**src/rtl/key_event_queue.sv**
```systemverilog
// key_event_queue
// Turns the PS/2 controller's level outputs (keycode + held keypress) into
// discrete press/release events, buffers them in a show-ahead FIFO and
// presents the head event over a valid/ready handshake. Events that arrive
// while the FIFO is full are dropped and flagged by a sticky overflow bit.
//
// Optional build macro: KEY_EVT_TIMESTAMP_EN
//   When defined, each event is tagged with a TS_W-bit tick count
//   (one tick per TS_DIV clk cycles) and the head tag appears on evt_time.

module key_event_queue #(
  parameter int DEPTH  = 8,
  parameter int ADDR_W = 3
`ifdef KEY_EVT_TIMESTAMP_EN
  ,
  parameter int TS_W   = 16,
  parameter int TS_DIV = 50000
`endif
) (
  input  logic              clk,
  input  logic              rst,
  input  logic [7:0]        keycode,
  input  logic              keypress,
  output logic              evt_valid,
  input  logic              evt_ready,
  output logic [7:0]        evt_code,
  output logic              evt_press,
  output logic [ADDR_W:0]   evt_count,
  output logic              overflow,
  input  logic              ovf_clr
`ifdef KEY_EVT_TIMESTAMP_EN
  ,
  output logic [TS_W-1:0]   evt_time
`endif
);

  logic              prev_press;
  logic [7:0]        prev_code;

  logic              det_valid;
  logic              det_press;
  logic [7:0]        det_code;

  logic [ADDR_W:0]   wptr;
  logic [ADDR_W:0]   rptr;
  logic              full;
  logic              empty;
  logic              push;
  logic              pop;
  logic              drop;

  logic [7:0]        mem_code  [DEPTH];
  logic              mem_press [DEPTH];

  // Edge detect between current inputs and last cycle's; release has priority.
  always_comb begin
    det_valid = 1'b0;
    det_press = 1'b0;
    det_code  = keycode;
    if (prev_press && !keypress) begin
      det_valid = 1'b1;
      det_press = 1'b0;
      det_code  = prev_code;
    end else if (!prev_press && keypress) begin
      det_valid = 1'b1;
      det_press = 1'b1;
    end else if (prev_press && keypress && (keycode != prev_code)) begin
      det_valid = 1'b1;
      det_press = 1'b1;
    end
  end

  assign empty = (wptr == rptr);
  assign full  = (wptr[ADDR_W] != rptr[ADDR_W]) &&
                 (wptr[ADDR_W-1:0] == rptr[ADDR_W-1:0]);

  // A full queue still accepts a push when the head leaves in the same cycle.
  assign pop  = !empty && evt_ready;
  assign push = det_valid && (!full || pop);
  assign drop = det_valid && full && !pop;

  // Pointers, input history and sticky overflow (a new drop beats a clear).
  always_ff @(posedge clk) begin
    if (rst) begin
      wptr       <= '0;
      rptr       <= '0;
      overflow   <= 1'b0;
      prev_press <= 1'b0;
      prev_code  <= '0;
    end else begin
      if (push) wptr <= wptr + 1'b1;
      if (pop)  rptr <= rptr + 1'b1;
      if (drop)
        overflow <= 1'b1;
      else if (ovf_clr)
        overflow <= 1'b0;
      prev_press <= keypress;
      prev_code  <= keycode;
    end
  end

  // Event storage; contents are don't-care once the pointers are reset.
  always_ff @(posedge clk) begin
    if (push) begin
      mem_code[wptr[ADDR_W-1:0]]  <= det_code;
      mem_press[wptr[ADDR_W-1:0]] <= det_press;
    end
  end

  // Head is read straight from storage and forced to zero while empty.
  assign evt_valid = !empty;
  assign evt_code  = empty ? 8'h00 : mem_code[rptr[ADDR_W-1:0]];
  assign evt_press = empty ? 1'b0  : mem_press[rptr[ADDR_W-1:0]];
  assign evt_count = wptr - rptr;

`ifdef KEY_EVT_TIMESTAMP_EN
  localparam int PS_W = (TS_DIV > 1) ? $clog2(TS_DIV) : 1;
  localparam logic [PS_W-1:0] PS_RELOAD = PS_W'(TS_DIV - 1);

  logic [PS_W-1:0] ps_cnt;
  logic [TS_W-1:0] ts_tick;
  logic [TS_W-1:0] mem_ts [DEPTH];

  // Prescaler counts down from TS_DIV-1; reaching zero advances the tick.
  always_ff @(posedge clk) begin
    if (rst) begin
      ps_cnt  <= PS_RELOAD;
      ts_tick <= '0;
    end else if (ps_cnt == '0) begin
      ps_cnt  <= PS_RELOAD;
      ts_tick <= ts_tick + 1'b1;
    end else begin
      ps_cnt  <= ps_cnt - 1'b1;
    end
  end

  // Timestamp captured alongside the event it belongs to.
  always_ff @(posedge clk) begin
    if (push) mem_ts[wptr[ADDR_W-1:0]] <= ts_tick;
  end

  assign evt_time = empty ? '0 : mem_ts[rptr[ADDR_W-1:0]];
`endif

endmodule
```
**config.mk**
```make
export PLATFORM = sky130hd
export DESIGN_NAME = key_event_queue
export DESIGN_NICKNAME = d
export VERILOG_FILES = /design/src/rtl/key_event_queue.sv
export SDC_FILE = /design/constraint.sdc
export NUM_CORES = 1
export LEC_CHECK = 0
export ABC_AREA = 1
export BUFFER_PORTS_ARGS = -buffer_cell sky130_fd_sc_hd__buf_2
export CAP_MARGIN = 20
export CORE_MARGIN = 3
export CORE_UTILIZATION = 45
export DETAILED_ROUTE_END_ITERATION = 16
export REMOVE_ABC_BUFFERS = 1
export SLEW_MARGIN = 20
export SYNTH_ARGS = -nofsm -noshare
export SYNTH_HDL_FRONTEND = slang
export SYNTH_SLANG_ARGS = --single-unit
export TNS_END_PERCENT = 100
```
**constraint.sdc**
```tcl
create_clock -name clk -period 2.1 [get_ports clk]
set_input_delay 0.315 -clock clk [delete_from_list [all_inputs] [get_ports clk]]
set_output_delay 0.315 -clock clk [all_outputs]
set_load 0.05 [all_outputs]
```
==> reports/qor.yml <==
worst_hold_path:
  holdPathStages: 3
  hp-start: "keycode[4]"
  min_path_type: "in2reg"
  whs_endpoint: "prev_code[4]"
place:
  io_buffer_count: 27
  place.gp.congestion: 0.798
  place_area_sq_um: 4440
  dp_hpwl_um: 5520
outcome:
  status: "finished with violations"
  violations: "negative setup slack"
finish:
  drive_gt1_frac: 0.275
  syn2layout_area_growth_pct: 24.0
  multi_input_area_sq_um: 1240
  fin_nets: 457
  seqCellArea_sq_um: 2590
  num_antenna_cells: 0
  final_area_sq_um: 4840
  postLayoutCoreUtil: 0.583
  fillCellCount: 702
  final_cell_mix: "nor2_1 (72), edfxtp_1 (72), buf_4 (49)"
timing:
  hold_violations: 0
  rsz0062_at_grt: "yes"
  setup_viol: 7
  worstMarginPinSlew_ns: 0.984
  skew_ns: 0.00834
  relSlewSlack: 0.337
  fin_ws_ns: -0.0176
  max_freq_mhz: 472
  slew_violations: 0
  fin_tns_setup_ns: -0.0955
  fin_crit_sh: 1.01
  period_minus_slack_ns: 2.12
die:
  dieArea_sq_um: 9830
  rows: 33
  die_h_um: 99.1
  ioPinCount: 28
  core_sq_um: 8300
  start_util: 0.470
  die_w_um: 99.1
synthesis:
  synth_cell_type_count: 25
  seq_area_frac_synth: 0.662
  syn_inst: 371
  yosysWarnings: 0
  avgSynthCellArea_sq_um: 10.5
  synth_area_sq_um: 3900
  synth_seq_cells: 93
grt:
  grt_max_degree: 37
  grt_pass1_vias: 2717
  grt_pass1_wl_um: 13700
  grt_usage: 0.182
  grt_overflow: 0
  antenna_found_initial: 0
route:
  wl_um: 8340
  wl_per_cell_um: 15.2
  postRouteAntennaNets: 0
  drt_iter0_markers: 143
  drt_drc_violations_left: 0
  via_count: 2772
  firstDrtPassIters: 5
  routed_via_density: 5.06
critical_path:
  critPathBufInv: 4
  r2r-start: "rptr[2]"
  worstPathCellList: "inv_2 > ha_4 > nand3_4 > nor2_4 > clkinv_4 > buf_12 > o21ai_2 > a31oi_1 > buf_4"
  r2r_end: "mem_code[6][5]"
  path_delay_family: "buffers and inverters"
  worst-path-max-fanout: 5
  path_class: "reg2out"
  cp-start-kind: "flip-flop"
  cp.required_ns: 1.78
  r2r_cells: 10
  arrival_ns: 1.80
  critPathMaxStageDelay_ns: 0.34
  cp_slowest_cell: "dfxtp_2"
  critPathCaptureType: "primary output"
  regToRegSetupSlack_ns: 0.12
pwr:
  ir_drop_uv: 386
  cellPowerDensity_nw_per_um2: 1000
  p_leak_nw: 1.88
  finalPower_mw: 4.85
clocking:
  htree_levels: 3
  cts_max_path_buffers: 2
  root_buffer: "clkbuf_8"
  clk_latency_ns: 0.35
  clk_pin_slew_ns: 0.09
  numCtsBuffers: 9
  cts_tree: "done"
  cts.sinks: 93
run:
  maxCapViolCount: 0
==> what timing repair did <==
action,in CTS,in global routing
endpoints found under the hold margin,0,0
buffers inserted,3,0
endpoints found under the setup margin,19,47
gates resized for setup,51,11
pin swaps,5,1
hold buffers,0,0
gates cloned,1,0
==> layout make-up <==
cell class / instances / share of cell area
well taps: 105 / 0.0272
clock buffers: 10 / 0.0264
repair buffers: 69 / 0.112
multi-input cells: 229 / 0.256
flip-flops and latches: 93 / 0.536
clock inverters: 6 / 0.0129
inverters: 36 / 0.0297
==> how the worst max path moves through the flow <==
| stage | startpoint | to | cells past startpoint |
|---|---|---|---|
| 3_5_place_dp | rptr[2] | evt_code[3] | 9 |
| 5_1_grt | rptr[1] | evt_code[6] | 9 |
| 3_3_place_gp | rptr[1] | evt_code[3] | 9 |
| 2_1_floorplan | flip-flop | evt_code[0] | 5 |
| 6_report | rptr[2] | evt_code[0] | 9 |
| 4_1_cts | rptr[2] | evt_code[0] | 9 |
==> routing by layer <==
layer	global-route usage	wire length [um]	vias up
met4	0.0798	159	0
met1	0.251	3850	1286
met3	0.0273	412	11
li1	-	-	1407
met5	0	0	-
met2	0.289	3920	68
==> cell usage after synthesis <==
library cell  number  share of area
nand2_1           37          0.036
nor3_2             1         0.0026
o22ai_1            9          0.014
fa_1               1         0.0051
o21ai_0           55          0.071
dfxtp_1           21           0.11
inv_1             33          0.032
nor2_4             1         0.0029
xnor2_1            3         0.0067
nand2_4            1         0.0029
nand3_1            9          0.012
nand2_2            1         0.0016
ha_1               5          0.016
xor2_1             3         0.0067
nand4_1            1         0.0016
edfxtp_1          72           0.55
inv_2              2         0.0019
nor2_1            74          0.071
buf_2              6         0.0077
nor3_1             5         0.0064
clkinv_1           1        0.00096
a21oi_2            1         0.0022
a21oi_1           13          0.017
a31oi_1            9          0.014
clkbuf_1           7         0.0067
==> power by group <==
part	internal [mW]	switching, mW
logic	0.583	0.996
clock network	0.549	0.612
registers	2.07	0.0447
==> flip-flops by register name, indices dropped and copies added (netlist names), named ones only <==
signal      flops
mem_press       8
rptr            4
overflow        1
mem_code       64
wptr            4
prev_code       8
prev_press      1
==> tightest hold or removal path: cells and delay by family <==
family,cells,cell delay [ns]
and+or+nand+nor,1,0.07
buffers and inverters,2,0.12
==> cell families (layout without fill, tap and decap cells) <==
family / after synthesis / in the layout / synth area share
adder cells (fa/ha/maj): 6 / 6 / 0.0212
buffers and inverters: 49 / 121 / 0.0491
AND/OR/NAND/NOR: 130 / 130 / 0.136
flip-flops: 93 / 93 / 0.662
AO/OA/AOI/OAI: 87 / 87 / 0.118
XOR/XNOR: 6 / 6 / 0.0135
==> through the flow <==
stage               setup WS [ns]  std cells  hold WS, ns
finish                    -0.0176        548        0.193
global route               -0.124        548        0.184
CTS                       -0.0335        548        0.181
detailed placement        -0.0491        528        0.460
global placement          -0.0157        528        0.449
floorplan                  -0.496        358        0.377
No activity file was read; power rests on OpenSTA's default activity.
